File: src/rtl/seven_seg_scan_capture.sv
// ---------------------------------------------------------------------------
// seven_seg_scan_capture
//
// Reader for a multiplexed four-digit 7-segment bus. It watches the scanned
// anode and segment lines, decodes each steady pattern back to a hex nibble,
// and emits one complete four-digit frame per scan. It can be used as a
// monitor in benches or as an on-chip loopback checker for a display driver.
//
// Ports
//   clk             in   1   system clock, rising edge
//   reset           in   1   synchronous, active-high
//   i_an3..i_an0    in   1   anode enables, active-low (an3 = leftmost digit)
//   i_a..i_g        in   1   segment lines, active-low
//   i_dp            in   1   decimal point, active-low
//   o_frame         out  16  captured digits {d3,d2,d1,d0}
//   o_dp_mask       out  4   captured decimal point per digit, 1 = lit
//   o_blank_mask    out  4   1 = that digit had every segment off
//   o_frame_valid   out  1   one-cycle pulse when the frame outputs update
//   o_frame_changed out  1   pulses with o_frame_valid when the frame differs
//                            from the previously emitted one
//   o_seg_err       out  1   sticky: undecodable segment pattern seen
//   o_an_err        out  1   sticky: stable anode vector neither one-hot-low
//                            nor all-high
//   o_scan_timeout  out  1   one-cycle pulse when a partial frame is aborted
// ---------------------------------------------------------------------------
module seven_seg_scan_capture #(
    parameter int SETTLE_CYCLES  = 4,
    parameter int TIMEOUT_CYCLES = 4096
) (
    input  logic        clk,
    input  logic        reset,
    input  logic        i_an3,
    input  logic        i_an2,
    input  logic        i_an1,
    input  logic        i_an0,
    input  logic        i_a,
    input  logic        i_b,
    input  logic        i_c,
    input  logic        i_d,
    input  logic        i_e,
    input  logic        i_f,
    input  logic        i_g,
    input  logic        i_dp,
    output logic [15:0] o_frame,
    output logic [3:0]  o_dp_mask,
    output logic [3:0]  o_blank_mask,
    output logic        o_frame_valid,
    output logic        o_frame_changed,
    output logic        o_seg_err,
    output logic        o_an_err,
    output logic        o_scan_timeout
);

    // One extra bit on the stability counter guarantees its saturation value
    // lies above the hit value, so the hit is seen exactly once per dwell.
    localparam int STAB_W = $clog2(SETTLE_CYCLES) + 1;
    localparam int TO_W   = $clog2(TIMEOUT_CYCLES) + 1;

    localparam logic [STAB_W-1:0] STAB_HIT = STAB_W'(SETTLE_CYCLES - 1);
    localparam logic [STAB_W-1:0] STAB_MAX = '1;
    localparam logic [TO_W-1:0]   TO_HIT   = TO_W'(TIMEOUT_CYCLES - 1);
    localparam logic [TO_W-1:0]   TO_MAX   = '1;

    typedef enum logic [1:0] {
        S_IDLE,
        S_COLLECT,
        S_EMIT
    } state_t;

    // -----------------------------------------------------------------------
    // Input registers and one-cycle delayed copy for the stability compare
    // -----------------------------------------------------------------------
    logic [3:0]        r_an;
    logic [3:0]        r_an_d;
    logic [6:0]        r_seg;
    logic [6:0]        r_seg_d;
    logic              r_dp;
    logic              r_dp_d;
    logic [STAB_W-1:0] r_stab;

    logic w_same;
    assign w_same = ({r_an, r_seg, r_dp} == {r_an_d, r_seg_d, r_dp_d});

    always_ff @(posedge clk) begin
        if (reset) begin
            r_an    <= 4'hF;
            r_an_d  <= 4'hF;
            r_seg   <= 7'h7F;
            r_seg_d <= 7'h7F;
            r_dp    <= 1'b1;
            r_dp_d  <= 1'b1;
            r_stab  <= '0;
        end else begin
            r_an    <= {i_an3, i_an2, i_an1, i_an0};
            r_seg   <= {i_a, i_b, i_c, i_d, i_e, i_f, i_g};
            r_dp    <= i_dp;
            r_an_d  <= r_an;
            r_seg_d <= r_seg;
            r_dp_d  <= r_dp;
            if (!w_same) begin
                r_stab <= '0;
            end else if (r_stab != STAB_MAX) begin
                r_stab <= r_stab + 1'b1;
            end
        end
    end

    // When the counter shows the hit value, the delayed copy has held the
    // same value for SETTLE_CYCLES registered cycles; that copy is sampled.
    logic w_sample;
    assign w_sample = (r_stab == STAB_HIT);

    // -----------------------------------------------------------------------
    // Anode classification
    // -----------------------------------------------------------------------
    logic [3:0] w_an_lit;
    logic       w_onehot;
    logic       w_gap;
    logic       w_slot_valid;
    logic       w_an_bad;

    assign w_an_lit     = ~r_an_d;
    assign w_onehot     = (w_an_lit != 4'h0) && ((w_an_lit & (w_an_lit - 1'b1)) == 4'h0);
    assign w_gap        = (r_an_d == 4'hF);
    assign w_slot_valid = w_sample && w_onehot;
    assign w_an_bad     = w_sample && !w_onehot && !w_gap;

    // -----------------------------------------------------------------------
    // Segment decode; bit order of w_lit is {a,b,c,d,e,f,g}, 1 = lit
    // -----------------------------------------------------------------------
    logic [6:0] w_lit;
    logic [3:0] w_nib;
    logic       w_blank;
    logic       w_illegal;
    logic       w_dp_lit;

    assign w_lit    = ~r_seg_d;
    assign w_dp_lit = ~r_dp_d;

    always_comb begin
        w_nib     = 4'h0;
        w_blank   = 1'b0;
        w_illegal = 1'b0;
        case (w_lit)
            7'h7E: w_nib = 4'h0;
            7'h30: w_nib = 4'h1;
            7'h6D: w_nib = 4'h2;
            7'h79: w_nib = 4'h3;
            7'h33: w_nib = 4'h4;
            7'h5B: w_nib = 4'h5;
            7'h5F: w_nib = 4'h6;
            7'h70: w_nib = 4'h7;
            7'h7F: w_nib = 4'h8;
            7'h7B: w_nib = 4'h9;
            7'h77: w_nib = 4'hA;
            7'h1F: w_nib = 4'hB;
            7'h4E: w_nib = 4'hC;
            7'h3D: w_nib = 4'hD;
            7'h4F: w_nib = 4'hE;
            7'h47: w_nib = 4'hF;
            7'h00: w_blank = 1'b1;
            default: w_illegal = 1'b1;
        endcase
    end

    logic w_seg_bad;
    assign w_seg_bad = w_slot_valid && w_illegal;

    // -----------------------------------------------------------------------
    // FSM state, capture mask and timeout counter
    // -----------------------------------------------------------------------
    state_t          r_state;
    logic [3:0]      r_mask;
    logic [TO_W-1:0] r_to_cnt;

    logic       w_to_hit;
    logic       w_take;
    logic [3:0] w_mask_next;

    assign w_to_hit    = (r_state == S_COLLECT) && (r_to_cnt == TO_HIT);
    // A sample landing on the abort cycle belongs to a discarded frame.
    assign w_take      = w_slot_valid && !w_to_hit;
    assign w_mask_next = r_mask | w_an_lit;

    // -----------------------------------------------------------------------
    // Shadow registers holding the frame under construction
    // -----------------------------------------------------------------------
    logic [3:0] r_sh_nib [4];
    logic [3:0] r_sh_dp;
    logic [3:0] r_sh_blank;

    always_ff @(posedge clk) begin
        if (reset) begin
            for (int k = 0; k < 4; k++) begin
                r_sh_nib[k] <= 4'h0;
            end
            r_sh_dp    <= 4'h0;
            r_sh_blank <= 4'h0;
        end else if (w_take) begin
            for (int k = 0; k < 4; k++) begin
                if (w_an_lit[k]) begin
                    r_sh_nib[k]   <= w_nib;
                    r_sh_dp[k]    <= w_dp_lit;
                    r_sh_blank[k] <= w_blank;
                end
            end
        end
    end

    logic [15:0] w_sh_frame;

    generate
        for (genvar gi = 0; gi < 4; gi++) begin : g_pack
            assign w_sh_frame[gi*4 +: 4] = r_sh_nib[gi];
        end
    endgenerate

    logic w_differs;
    assign w_differs = ({w_sh_frame, r_sh_dp, r_sh_blank} != {o_frame, o_dp_mask, o_blank_mask});

    // Set once a frame has been emitted since reset, so the first frame after
    // reset always reports a change even if it happens to match zero outputs.
    logic r_prev_valid;

    always_ff @(posedge clk) begin
        if (reset) begin
            r_state         <= S_IDLE;
            r_mask          <= 4'h0;
            r_to_cnt        <= '0;
            r_prev_valid    <= 1'b0;
            o_frame         <= 16'h0;
            o_dp_mask       <= 4'h0;
            o_blank_mask    <= 4'h0;
            o_frame_valid   <= 1'b0;
            o_frame_changed <= 1'b0;
            o_seg_err       <= 1'b0;
            o_an_err        <= 1'b0;
            o_scan_timeout  <= 1'b0;
        end else begin
            o_frame_valid   <= 1'b0;
            o_frame_changed <= 1'b0;
            o_scan_timeout  <= 1'b0;

            if (w_seg_bad) begin
                o_seg_err <= 1'b1;
            end
            if (w_an_bad) begin
                o_an_err <= 1'b1;
            end

            case (r_state)
                S_IDLE: begin
                    if (w_slot_valid) begin
                        r_mask   <= w_an_lit;
                        r_to_cnt <= '0;
                        r_state  <= S_COLLECT;
                    end
                end

                S_COLLECT: begin
                    if (w_to_hit) begin
                        o_scan_timeout <= 1'b1;
                        r_mask         <= 4'h0;
                        r_state        <= S_IDLE;
                    end else begin
                        if (r_to_cnt != TO_MAX) begin
                            r_to_cnt <= r_to_cnt + 1'b1;
                        end
                        if (w_slot_valid) begin
                            r_mask <= w_mask_next;
                            if (w_mask_next == 4'hF) begin
                                r_state <= S_EMIT;
                            end
                        end
                    end
                end

                S_EMIT: begin
                    o_frame         <= w_sh_frame;
                    o_dp_mask       <= r_sh_dp;
                    o_blank_mask    <= r_sh_blank;
                    o_frame_valid   <= 1'b1;
                    o_frame_changed <= !r_prev_valid || w_differs;
                    r_prev_valid    <= 1'b1;
                    // A sample on this cycle opens the next frame immediately.
                    if (w_slot_valid) begin
                        r_mask   <= w_an_lit;
                        r_to_cnt <= '0;
                        r_state  <= S_COLLECT;
                    end else begin
                        r_mask  <= 4'h0;
                        r_state <= S_IDLE;
                    end
                end

                default: begin
                    r_mask  <= 4'h0;
                    r_state <= S_IDLE;
                end
            endcase
        end
    end

endmodule

File: config.mk
export PLATFORM = sky130hd
export DESIGN_NAME = seven_seg_scan_capture
export DESIGN_NICKNAME = d
export VERILOG_FILES = /design/src/rtl/seven_seg_scan_capture.sv
export SDC_FILE = /design/constraint.sdc
export NUM_CORES = 1
export LEC_CHECK = 0
export CORE_ASPECT_RATIO = 0.5
export CORE_MARGIN = 1
export CORE_UTILIZATION = 30
export CTS_BUF_LIST = sky130_fd_sc_hd__clkbuf_8 sky130_fd_sc_hd__clkbuf_16
export CTS_CLUSTER_SIZE = 40
export DETAILED_ROUTE_END_ITERATION = 6
export GPL_ROUTABILITY_DRIVEN = 0
export PLACE_DENSITY_LB_ADDON = 0.1
export SLEW_MARGIN = 20
export SYNTH_ARGS = -nofsm -noshare
export SYNTH_HDL_FRONTEND = slang
export SYNTH_SLANG_ARGS = --single-unit
File: constraint.sdc
create_clock -name clk -period 2.65 [get_ports clk]
set_input_delay 0.265 -clock clk [delete_from_list [all_inputs] [get_ports clk]]
set_output_delay 0.265 -clock clk [all_outputs]
set_load 0.005 [all_outputs]
==> results, run 1 <==
- The run finished with clean final reports.
- The number of synthesized register bits is 100.
- The share of the Yosys chip area taken by registers is 47.37%.
- The final routed DRC violation total is 0.
- The number of antenna diodes in the final layout is 0.
- The beginning of the worst hold path is r_seg[3].
- The worst pin sits at a relative slew slack of 39.42%.
- Subtracting the final worst setup slack from the clock period gives 2.294 ns.
- Summing all non-filler instances in the final layout gives an area of 5489 µm².
- 43 I/O pins were placed.
- Setup repair after global routing left no endpoint under its margin.
- The number of antenna violations at the first check in global routing came to 0.
- The first global-routing pass estimated 17,380 µm of wire.
- The area growth from synthesis to layout is 20.26%.
- After synthesis, the largest area contributor takes up 36.84% of total cell area.
- Summed over all cells, the static leakage comes to 1.928 nW.
- The wire length after detailed routing is 10,890 µm.
- Buffers inserted to repair hold after CTS numbered 0.
- Summed over all nets, the half-perimeter wirelength after detailed placement is 7932 µm.
- The summed instance area of the synthesized netlist is 4564 µm².
- The detail-routed net length per standard cell is 14.98 µm.
- In the synthesized netlist the async set-or-reset flop fraction comes to 0%.
- The worst-case IR drop observed on VDD is 282.2 µV.
- The die is 176.4 µm wide.
- Along the worst path, the maximum fanout reaches 12.
- For the worst setup path, the data required time is 2.70 ns.
- Post-CTS timing repair inserted 0 buffers for setup.
- The startpoint identified for the worst register-to-register timing path is r_an_d[3].
- The actual transition at the worst max-transition pin is 0.9087 ns.
- Sorting the synthesized cells by area gives the leading types as sky130_fd_sc_hd__dfxtp_1 (37%), sky130_fd_sc_hd__edfxtp_1 (11%), sky130_fd_sc_hd__nand2_1 (5.1%), sky130_fd_sc_hd__xor2_1 (4.6%), sky130_fd_sc_hd__or2_2 (4.0%).
- The routed via count is 3,417.
- The number of nets in the layout is 542.
- The final setup slack of the worst path is 0.3558 ns.
- The startpoint type of the worst setup path is a register.
- Before CTS, the worst setup slack after placement is 0.3504 ns.
- The path class of the tightest hold or removal check is register to register.
- Total power for the finished layout comes to 0.003170 W.
- The per-cell via count in the routed design is 4.700.
- Clock tree synthesis found a total of 100 sinks.
- The number of global-route vias before repair is 3,226.
- The clock tree synthesis step divided the H-tree into 3 levels.
- The largest total area in the synthesized netlist belongs to sky130_fd_sc_hd__dfxtp_1.
- The number of hold violations in the final report is 0.
- The worst setup path is captured at a register.
- The worst path uses 86.57% of the clock period.
- The power per standard cell area is 577.5 nW/µm².
- The detail route stage leaves a number of antenna-violating nets equal to 0.
- The dominant synthesized flop cell is sky130_fd_sc_hd__dfxtp_1.
- Between clock sinks in the finished design, the worst skew comes to 0.008888 ns.
- The net count after synthesis is 510.
- Gates resized during post-CTS repair numbered 0.
- For the worst-skew pair, the clock arrives at the later sink with an insertion delay of 0.35 ns.
- The critical path in this run is classified as register to register.
- Setup slack on the worst reg-to-reg path comes out at 0.36 ns.
- The critical path data arrival time is 2.34 ns.
- The largest net degree at the start of global routing is 45.
- For this block, the initial DRC count from the detailed router was 161.
- The total of buffers placed on input and output ports is 42.
- Static timing analysis puts the maximum clock frequency at 0.4359 GHz.
- The Yosys warning count is 0.
- The netlist uses 61 different library cells.
- The instance count along the most critical hold path is 1.
- The initial core utilization is 31.13%.
- The total setup violations reported at the end of the flow is 0.
- Measured in cells, the most critical reg-to-reg path has a length of 5.
- The die outline height is 89.22 µm.
- The total count of max-transition violations in the final report is 0.
- Of the cells placed in the final design, the portion with a size suffix greater than 1 is 13.61%.
- The total negative setup slack is 0 ns.
- The deepest clock path buffer count is 2.
- Global routing consumed, over all layers together, 14.51% of the routing resources.
- In the layout the commonest cells are sky130_fd_sc_hd__dfxtp_1 (84), sky130_fd_sc_hd__nand2_1 (62), sky130_fd_sc_hd__clkdlybuf4s50_1 (41).
- The die covers 15,740 µm².
- The number of search-and-repair iterations in the first detailed-routing pass is 4.
- The start point of the critical path is r_an_d[3].
- The leftover overflow at the end of global routing is 0.
- The post-place instance area is 5162 µm².
- TritonCTS built the clock tree.
- The site row count is 31.
- The average instance area after synthesis is 9.277 µm².
- The synthesized netlist cell count is 492.
- Leaving out fill and tap cells, the most frequent cell in the layout is sky130_fd_sc_hd__dfxtp_1.
- Clock-pin slew was measured on the worst setup and hold paths at 0.07 ns.
- The count of flip-flops with a built-in enable after synthesis is 16.
- The core area is 14,660 µm².
- The tool flagged a number of max-cap violations equal to 0.
- The number of buffers created by CTS is 9.
- The cell at the root of the clock tree is sky130_fd_sc_hd__clkbuf_16.
-- state kept, by name (all words and copies together), names as in the netlist, 2 cells and up --
name,flops
r_mask,4
o_dp_mask,4
r_state,2
o_frame,16
r_to_cnt,13
r_sh_nib,16
r_sh_dp,4
r_seg_d,7
r_seg,7
r_an_d,4
o_blank_mask,4
r_sh_blank,4
r_an,4
r_stab,3
-- Yosys cell counts (2+ instances only) --
cell type / count
sky130_fd_sc_hd__dfxtp_1: 84
sky130_fd_sc_hd__nand2_1: 62
sky130_fd_sc_hd__a21oi_1: 35
sky130_fd_sc_hd__or2_2: 29
sky130_fd_sc_hd__nor3_1: 24
sky130_fd_sc_hd__xor2_1: 24
sky130_fd_sc_hd__clkbuf_1: 23
sky130_fd_sc_hd__nor2_1: 23
sky130_fd_sc_hd__xnor2_1: 20
sky130_fd_sc_hd__edfxtp_1: 16
sky130_fd_sc_hd__nand2b_1: 14
sky130_fd_sc_hd__nand3_1: 12
sky130_fd_sc_hd__o21ai_0: 12
sky130_fd_sc_hd__inv_1: 10
sky130_fd_sc_hd__mux2i_1: 8
sky130_fd_sc_hd__a211oi_1: 7
sky130_fd_sc_hd__nor4_1: 6
sky130_fd_sc_hd__nand4_1: 5
sky130_fd_sc_hd__a21boi_0: 4
sky130_fd_sc_hd__ha_1: 4
sky130_fd_sc_hd__nor3b_1: 4
sky130_fd_sc_hd__a31o_2: 3
sky130_fd_sc_hd__a31oi_1: 3
sky130_fd_sc_hd__buf_2: 3
sky130_fd_sc_hd__nand3b_1: 3
sky130_fd_sc_hd__nand4b_1: 3
sky130_fd_sc_hd__nor2b_1: 3
sky130_fd_sc_hd__or3_1: 3
sky130_fd_sc_hd__a2111oi_0: 2
sky130_fd_sc_hd__a2111oi_2: 2
sky130_fd_sc_hd__a2bb2oi_1: 2
sky130_fd_sc_hd__and2_1: 2
sky130_fd_sc_hd__and3_1: 2
sky130_fd_sc_hd__buf_4: 2
sky130_fd_sc_hd__nor2_2: 2
sky130_fd_sc_hd__o2111a_1: 2
sky130_fd_sc_hd__o211ai_1: 2
sky130_fd_sc_hd__o22ai_1: 2
sky130_fd_sc_hd__o311ai_0: 2
sky130_fd_sc_hd__or4_1: 2
-- path summary, 6_finish.rpt --
| check | end |
|---|---|
| max | r_sh_nib[1][1] |
| min | r_seg_d[3] |
| max reg2reg | r_sh_nib[1][1] |
| min reg2reg | r_seg_d[3] |
-- layout make-up --
class	count	area [µm²]
Tap cell	198	247.7
Timing Repair Buffer	51	483.0
Multi-Input combinational cell	352	2232
Fill cell	1493	9173
Sequential cell	100	2162
Clock inverter	6	76.32
Clock buffer	10	250.2
Inverter	10	37.54
-- metal layers --
| layer | share of wire [%] | up-vias | track usage, % |
|---|---|---|---|
| met3 | 3.4 | 9 | 3.656 |
| met1 | 54 | 1582 | 20.14 |
| met4 | 0.75 | 0 | 4.154 |
| li1 | - | 1772 | - |
| met5 | 0 | - | 0 |
| met2 | 42 | 54 | 22.37 |
-- per-stage QoR --
step | std cells | hold WS (ns) | util, %
final | 727 | 0.4583 | 37.44
after global routing | 727 | 0.4689 | 37.44
after global placement | 711 | 0.4449 | 35.21
after CTS | 727 | 0.4564 | 37.44
after floorplan | 492 | 0.3688 | -
after detailed placement | 711 | 0.4496 | 35.21
-- critical path, stage by stage, from the launching register on --
cell and delay [ns]:
sky130_fd_sc_hd__dfxtp_1 0.60, sky130_fd_sc_hd__xnor2_1 0.16, sky130_fd_sc_hd__o211ai_1 0.56, sky130_fd_sc_hd__o211ai_2 0.24, sky130_fd_sc_hd__nor2_2 0.21, sky130_fd_sc_hd__or2_1 0.22
-- kinds of logic after synthesis --
kind of cell    Yosys count  share of synthesized area [%]
simple gates            209                          24.59
compound gates           87                          13.02
buf+inv                  40                          3.728
xor+xnor                 44                          8.443
mux                       8                          1.754
fa+ha+maj                 4                          1.097
flops                   100                          47.37
-- report_power, final --
group	switching [W]	internal [W]	leakage [nW]
logic	0.0000748	0.0000672	0.920
clock network	0.000620	0.000807	0.161
registers	0.0000361	0.00156	0.847
total	0.000731	0.00244	1.93
Note: power is estimated with default switching activity, not from simulation.
==> run 2, diff against run 1 <==
--- a/config.mk
+++ b/config.mk
@@ -11,6 +11,7 @@
 export CTS_BUF_LIST = sky130_fd_sc_hd__clkbuf_8 sky130_fd_sc_hd__clkbuf_16
 export CTS_CLUSTER_SIZE = 40
 export DETAILED_ROUTE_END_ITERATION = 6
+export DONT_BUFFER_PORTS = 1
 export GPL_ROUTABILITY_DRIVEN = 0
 export PLACE_DENSITY_LB_ADDON = 0.1
 export SLEW_MARGIN = 20
==> run 2 against run 1 <==
Sequential power about the same. Final area is 8.2% lower. Register-to-register slack got worse by 0.02 ns. Hold slack got worse by 0.44 ns. Die area did not move. Final cell count decreased by 5.8%. Global-route usage is 0.14 points lower. Critical path depth is 1 higher. Total power decreased by 6.1%.
==> results, run 2 (synthesized netlist as in run 1, its figures left out) <==
- The run finished with clean final reports.
- Setup repair after global routing left no endpoint under its margin.
- The initial core utilization is 31.13%.
- In this design, the largest share of critical-path delay is due to simple AND/OR/NAND/NOR gates.
- The first global-routing pass estimated 17,290 µm of wire.
- The critical path goes through ha_1, nand3_1, or4_4, o211ai_2, nor2_2, or2_1.
- The required time at the worst-slack endpoint is 2.73 ns.
- The number of H-tree branching levels is 3.
- The final critical path takes up 87.32% of the cycle.
- The detail-routed net length per standard cell is 15.42 µm.
- The library cells used most frequently in the layout, excluding fill and tap cells, are sky130_fd_sc_hd__dfxtp_1 (84), sky130_fd_sc_hd__nand2_1 (62), sky130_fd_sc_hd__a21oi_1 (35).
- The startpoint-to-endpoint class of the critical path is register to register.
- The number of buffers and inverters on the critical path is 0.
- The number of antenna violations at the first check in global routing was 0.
- The type of the tightest min-delay check is input pin to register.
- The wire length after detailed routing is 10,560 µm.
- The post-cts sizing count is 0.
- The worst setup path is captured at a register.
- TritonCTS built the clock tree.
- After the last flow step, the layout net total stands at 500.
- Clock tree synthesis selected as its root buffer the cell sky130_fd_sc_hd__clkbuf_16.
- Timing would allow up to 0.4322 GHz.
- The minimum period implied by the final worst setup slack is 2.314 ns.
- The tree built by TritonCTS fans out to 100 sinks.
- Counting tap cells, the placed design contains a total of 669 instances.
- Relative to the synthesized area, the layout overhead comes to 10.36%.
- The count of boundary I/O pins is 43.
- In this run the static leakage power is 1.771 nW.
- The number of hold violations in the final report is 0.
- The worst voltage drop across the vdd grid is 281.7 µV.
- The critical path data arrival time is 2.40 ns.
- For this run, design rule violations remaining after detail routing come to 0.
- The floorplan step defined a die boundary enclosing 15,740 µm².
- The number of post-CTS setup repair buffers is 0.
- No sink is reached through more buffers than the 2 on the longest clock path.
- Entering global routing, the biggest net connects 95 pins.
- The first routing iteration left 191 violations.
- Global routing used 14.37% of the available tracks across all layers.
- The total count of max-transition violations in the final report is 0.
- At the later pin of the worst-skew pair, clock insertion delay measures 0.34 ns.
- On the worst path, the slowest cell contributes a delay of 0.53 ns.
- The total setup violations reported at the end of the flow is 0.
- The overall die width is 176.4 µm.
- The number of antenna diodes in the final layout is 0.
- In this run the tightest slew margin relative to its limit is 55.36%.
- After clock tree synthesis, the clock-pin slew on the worst setup and hold paths is 0.07 ns.
- Dividing the detail-routed via count by the number of cells gives 4.861.
- The actual transition at the worst max-transition pin is 0.6612 ns.
- On the critical path, the stage with the largest delay is an instance of sky130_fd_sc_hd__or4_4.
- The floorplan step set the die height to 89.22 µm.
- Clock tree synthesis inserted a total of 9 buffers.
- The most common cell after layout, fill and taps aside is sky130_fd_sc_hd__dfxtp_1.
- The number of global-route vias before repair is 3,112.
- The routed via count is 3,330.
- The total of buffers placed on input and output ports is 0.
- Once layout is complete, the cells apart from fillers number 685.
- The detailed placement HPWL is 7588 µm.
- The number of buffers inserted for hold repair after clock tree synthesis is 0.
- The worst-path maximum fanout is 5.
- The post-route netlist has 14.17% of its cells at a drive strength greater than 1.
- The number of nets with antenna violations after detailed routing is 0.
- The leftover overflow at the end of global routing is 0.
- The startpoint type of the worst setup path is a register.
- The number of search-and-repair iterations in the first detailed-routing pass is 4.
- The core area is 14,660 µm².
- Summed over all failing endpoints, the final setup total negative slack is 0 ns.
- The count of maximum capacitance violations is 0.
- The largest registers in the layout are o_frame x16, r_sh_nib x16, r_to_cnt x13.
- The final worst clock skew is 0.009356 ns.
- The power per standard cell area is 591.0 nW/µm².
- The site row count is 31.
[run 2: changes by cell type in the layout (fill, tap and decap cells not counted)]
cell                              delta
sky130_fd_sc_hd__buf_2               -1
sky130_fd_sc_hd__bufinv_16           -1
sky130_fd_sc_hd__clkdlybuf4s50_1    -41
sky130_fd_sc_hd__inv_1               +2
sky130_fd_sc_hd__inv_4               +1
sky130_fd_sc_hd__inv_6               -1
sky130_fd_sc_hd__inv_8               -1
[run 2: where the power goes]
group | total [W] | switching [W] | internal [W] | leakage, nW
clock | 0.00128 | 0.000582 | 0.000695 | 0.151
combinational | 0.0000975 | 0.0000487 | 0.0000488 | 0.773
sequential | 0.00160 | 0.0000374 | 0.00157 | 0.847
total | 0.00298 | 0.000668 | 0.00231 | 1.77
[run 2: final timing paths]
kind / to / cells past startpoint / start / slack (ns)
hold reg to reg: r_seg_d[2] / 1 / r_seg[2] / 0.46
setup reg to reg: r_sh_nib[1][2] / 6 / r_to_cnt[0] / 0.34
hold / removal: r_seg[6] / 1 / i_a / 0.02
setup / recovery: r_sh_nib[1][2] / 6 / r_to_cnt[0] / 0.34
[run 2: worst reg2reg max path, stage by stage, from the launching register on]
cell	delay, ns
sky130_fd_sc_hd__dfxtp_1	0.40
sky130_fd_sc_hd__ha_1	0.25
sky130_fd_sc_hd__nand3_1	0.27
sky130_fd_sc_hd__or4_4	0.53
sky130_fd_sc_hd__o211ai_2	0.24
sky130_fd_sc_hd__nor2_2	0.09
sky130_fd_sc_hd__or2_1	0.28
[run 2: layout make-up]
cell class / count / area, µm²
Fill cell: 1515 / 9624
Multi-Input combinational cell: 352 / 2232
Sequential cell: 100 / 2162
Clock buffer: 10 / 250.2
Tap cell: 198 / 247.7
Timing Repair Buffer: 9 / 67.56
Clock inverter: 6 / 40.04
Inverter: 10 / 37.54
[run 2: metrics by stage]
step	hold WS (ns)	setup WS, ns	total power, W	utilization, %	instance area [µm²]
5_1_grt	0.003681	0.1622	0.003106	34.36	5037
3_3_place_gp	0.3696	0.3453	0.001738	32.38	4747
4_1_cts	0.006068	0.3469	0.003030	34.36	5037
3_5_place_dp	0.3716	0.3597	0.001737	32.38	4747
2_1_floorplan	0.3688	0.6010	0.001724	-	4564
6_report	0.02142	0.3360	0.002977	34.36	5037
[run 2: routing by layer]
layer	vias up	part of all wire, %	global-route usage (%)
met4	0	0.90	3.762
met3	8	4.4	4.167
met2	69	41	21.05
met5	-	0	0
met1	1554	53	20.53
li1	1699	-	-
==> run 3, diff against run 2 <==
--- a/config.mk
+++ b/config.mk
@@ -5,13 +5,14 @@
 export SDC_FILE = /design/constraint.sdc
 export NUM_CORES = 1
 export LEC_CHECK = 0
+export CELL_PAD_IN_SITES_DETAIL_PLACEMENT = 1
+export CELL_PAD_IN_SITES_GLOBAL_PLACEMENT = 2
 export CORE_ASPECT_RATIO = 0.5
 export CORE_MARGIN = 1
 export CORE_UTILIZATION = 30
 export CTS_BUF_LIST = sky130_fd_sc_hd__clkbuf_8 sky130_fd_sc_hd__clkbuf_16
 export CTS_CLUSTER_SIZE = 40
 export DETAILED_ROUTE_END_ITERATION = 6
-export DONT_BUFFER_PORTS = 1
 export GPL_ROUTABILITY_DRIVEN = 0
 export PLACE_DENSITY_LB_ADDON = 0.1
 export SLEW_MARGIN = 20
==> run 3 against run 2 <==
Clock skew barely moved. Sequential power barely moved. Die area did not move. Fmax fell by 1.3%. Setup slack got worse by 0.030 ns. Combinational power rose by 48%. Final area rose by 8.9%. Critical path depth did not move. Global-route usage rose by 1.3 points. Count of clock-buffer cells in the layout rose by 1. Non-clock buffer count rose by 46. Register-to-register slack got worse by 0.03 ns.
==> results, run 3 (synthesized netlist as in run 1, its figures left out) <==
- The flow ran to the end, and the final reports show no timing, DRC or antenna violations.
- The clock latency reported for the late side of the worst-skew pair is 0.35 ns.
- The largest registers in the layout are o_frame x16, r_sh_nib x16, r_to_cnt x13.
- Dividing the detail-routed via count by the number of cells gives 4.817.
- For the worst setup path, the data arrival time is 2.43 ns.
- For this run, global-route usage on met3 was measured as 3.614%.
- The startpoint type of the worst setup path is a register.
- Excluding fillers, the count of instances in the completed layout stands at 731.
- The worst voltage drop across the vdd grid is 304.2 µV.
- The clock-pin slew on the worst setup and hold paths is 0.07 ns.
- The number of nets with antenna violations after detailed routing is 0.
- In this run, the number of DRC markers left after iteration 0 of detailed routing was 157.
- Setup repair after global routing left no endpoint under its margin.
- The deepest clock path buffer count is 2.
- The cell count after placement is 715.
- Between clock sinks in the finished design, the worst skew comes to 0.009686 ns.
- The worst pin sits at a relative slew slack of 49.97%.
- After layout, the worst path uses 88.46% of the clock period.
- The leftover overflow at the end of global routing is 0.
- For this run, design rule violations remaining after detail routing come to 0.
- The total of buffers placed on input and output ports is 42.
- The core region is 14,660 µm².
- The floorplan step defined a die boundary enclosing 15,740 µm².
- The number of buffers created by CTS is 9.
- The first global-routing pass estimated 18,790 µm of wire.
- Setup violations remaining at the end of the flow were counted as 0.
- The area added between synthesis and finish is 20.20%.
- The worst hold path belongs to the class register to register.
- The detail-routed net length per standard cell is 15.89 µm.
- The reg-to-reg startpoint is r_to_cnt[0].
- Measured along the y axis, the die boundary spans 89.22 µm.
- Once the clock tree was built, the resizer swapped 0 gates to a different size.
- The number of search-and-repair iterations in the first detailed-routing pass is 4.
- The power per standard cell area is 559.0 nW/µm².
- The analysis attributes to cell leakage a power of 1.936 nW.
- Entering global routing, the biggest net connects 41 pins.
- The number of nets in the layout is 546.
- Of the cells placed in the final design, the portion with a size suffix greater than 1 is 14.26%.
- The initial utilization of the core area, before any placement, comes to 31.13%.
- The clock period could shrink to 2.344 ns.
- The worst-path maximum fanout is 5.
- Global routing used 15.69% of the available tracks.
- The number of global-route vias before repair is 3,416.
- The routing usage on met2 is 23.23%.
- The wire length after detailed routing is 11,610 µm.
- In this run the worst setup path begins at r_to_cnt[0].
- The worst hold slack is 0.4637 ns.
- The met1 layer usage reported by global route is 22.79%.
- The count of boundary I/O pins is 43.
- The actual transition at the worst max-transition pin is 0.7505 ns.
- Hold repair after CTS inserted 0 buffers.
- The final core utilization is 37.42%.
- The die is 176.4 µm wide.
- The repair_antennas step left the layout with diodes totalling 0.
- The count of clock tree sinks is 100.
- The detailed placement HPWL is 8525 µm.
- In this run the core area contains 31 standard-cell rows.
- Across the run, the number of max-cap violations was 0.
- The cell at the root of the clock tree is sky130_fd_sc_hd__clkbuf_16.
- The post-place instance area is 5192 µm².
- The number of hold violations in the final report is 0.
- For this block, the via count after detailed routing is 3,521.
- The beginning of the worst hold path is r_seg[5].
- The clock tree from TritonCTS is done.
- The required time at the worst-slack endpoint is 2.73 ns.
- For this run, the top clock speed supported by timing is 0.4266 GHz.
- The H-tree generated during clock tree synthesis spans 3 levels.
- Leaving out fill and tap cells, the most frequent cell in the layout is sky130_fd_sc_hd__dfxtp_1.
- The top cell types in the final layout, fill and taps aside, are sky130_fd_sc_hd__dfxtp_1 (84), sky130_fd_sc_hd__nand2_1 (62), sky130_fd_sc_hd__clkdlybuf4s50_1 (41).
- The startpoint-to-endpoint class of the critical path is register to register.
- The busiest metal layer after global routing is met2.
- The number of antenna violations at the first check in global routing is 0.
- Once the clock tree was built, the setup fixing pass inserted 0 buffers.
- The post-route standard cell area excluding fillers is 5487 µm².
- The total count of max-transition violations in the final report is 0.
- The worst setup path is captured at a register.
- Adding up every negative setup slack in the final design gives 0 ns.
[run 3: cell count changes in the layout (fill, tap and decap cells not counted)]
| cell | change |
|---|---|
| sky130_fd_sc_hd__buf_2 | +1 |
| sky130_fd_sc_hd__buf_4 | +4 |
| sky130_fd_sc_hd__clkbuf_16 | -1 |
| sky130_fd_sc_hd__clkbuf_8 | +2 |
| sky130_fd_sc_hd__clkdlybuf4s50_1 | +41 |
| sky130_fd_sc_hd__inv_1 | -2 |
| sky130_fd_sc_hd__inv_6 | +1 |
[run 3: per-stage QoR]
stage	total power, W	setup WS [ns]
after global routing	0.003199	0.1713
after detailed placement	0.001786	0.3238
final	0.003067	0.3058
after floorplan	0.001724	0.6010
after global placement	0.001786	0.3294
after CTS	0.003112	0.2936
[run 3: path summary, 6_finish.rpt]
check                        end  slack, ns  cells after the start
hold reg to reg       r_seg_d[5]       0.46                      1
setup reg to reg  r_sh_nib[1][1]       0.31                      6
hold / removal        r_seg_d[5]       0.46                      1
setup / recovery  r_sh_nib[1][1]       0.31                      6
[run 3: worst max-delay path: stages (launching register included)]
cell and delay [ns]:
sky130_fd_sc_hd__dfxtp_1 0.39, sky130_fd_sc_hd__ha_1 0.24, sky130_fd_sc_hd__nand3_1 0.27, sky130_fd_sc_hd__or4_4 0.52, sky130_fd_sc_hd__o211ai_2 0.27, sky130_fd_sc_hd__nor2_2 0.09, sky130_fd_sc_hd__or2_1 0.30
[run 3: report_power, final]
group          internal, W  total (W)  switching, W
sequential         0.00156    0.00160     0.0000394
clock             0.000701    0.00132      0.000618
combinational    0.0000697   0.000144     0.0000744
[run 3: cell type report]
cell class | count | area, µm²
clock buffer | 11 | 252.7
clock inverter | 5 | 41.29
fill | 1657 | 9175
inverter | 10 | 37.54
multi-input combinational | 352 | 2232
sequential | 100 | 2162
tap | 198 | 247.7
timing repair buffer | 55 | 513.0
[run 3: routing by layer]
layer  vias to the layer above  share of wire [%]  wire length [µm]
met1                      1675                 56              6474
met3                        11                3.3               386
met4                         0               0.95               110
li1                       1785                  -                 -
met2                        50                 40              4643
met5                         -                  0                 0
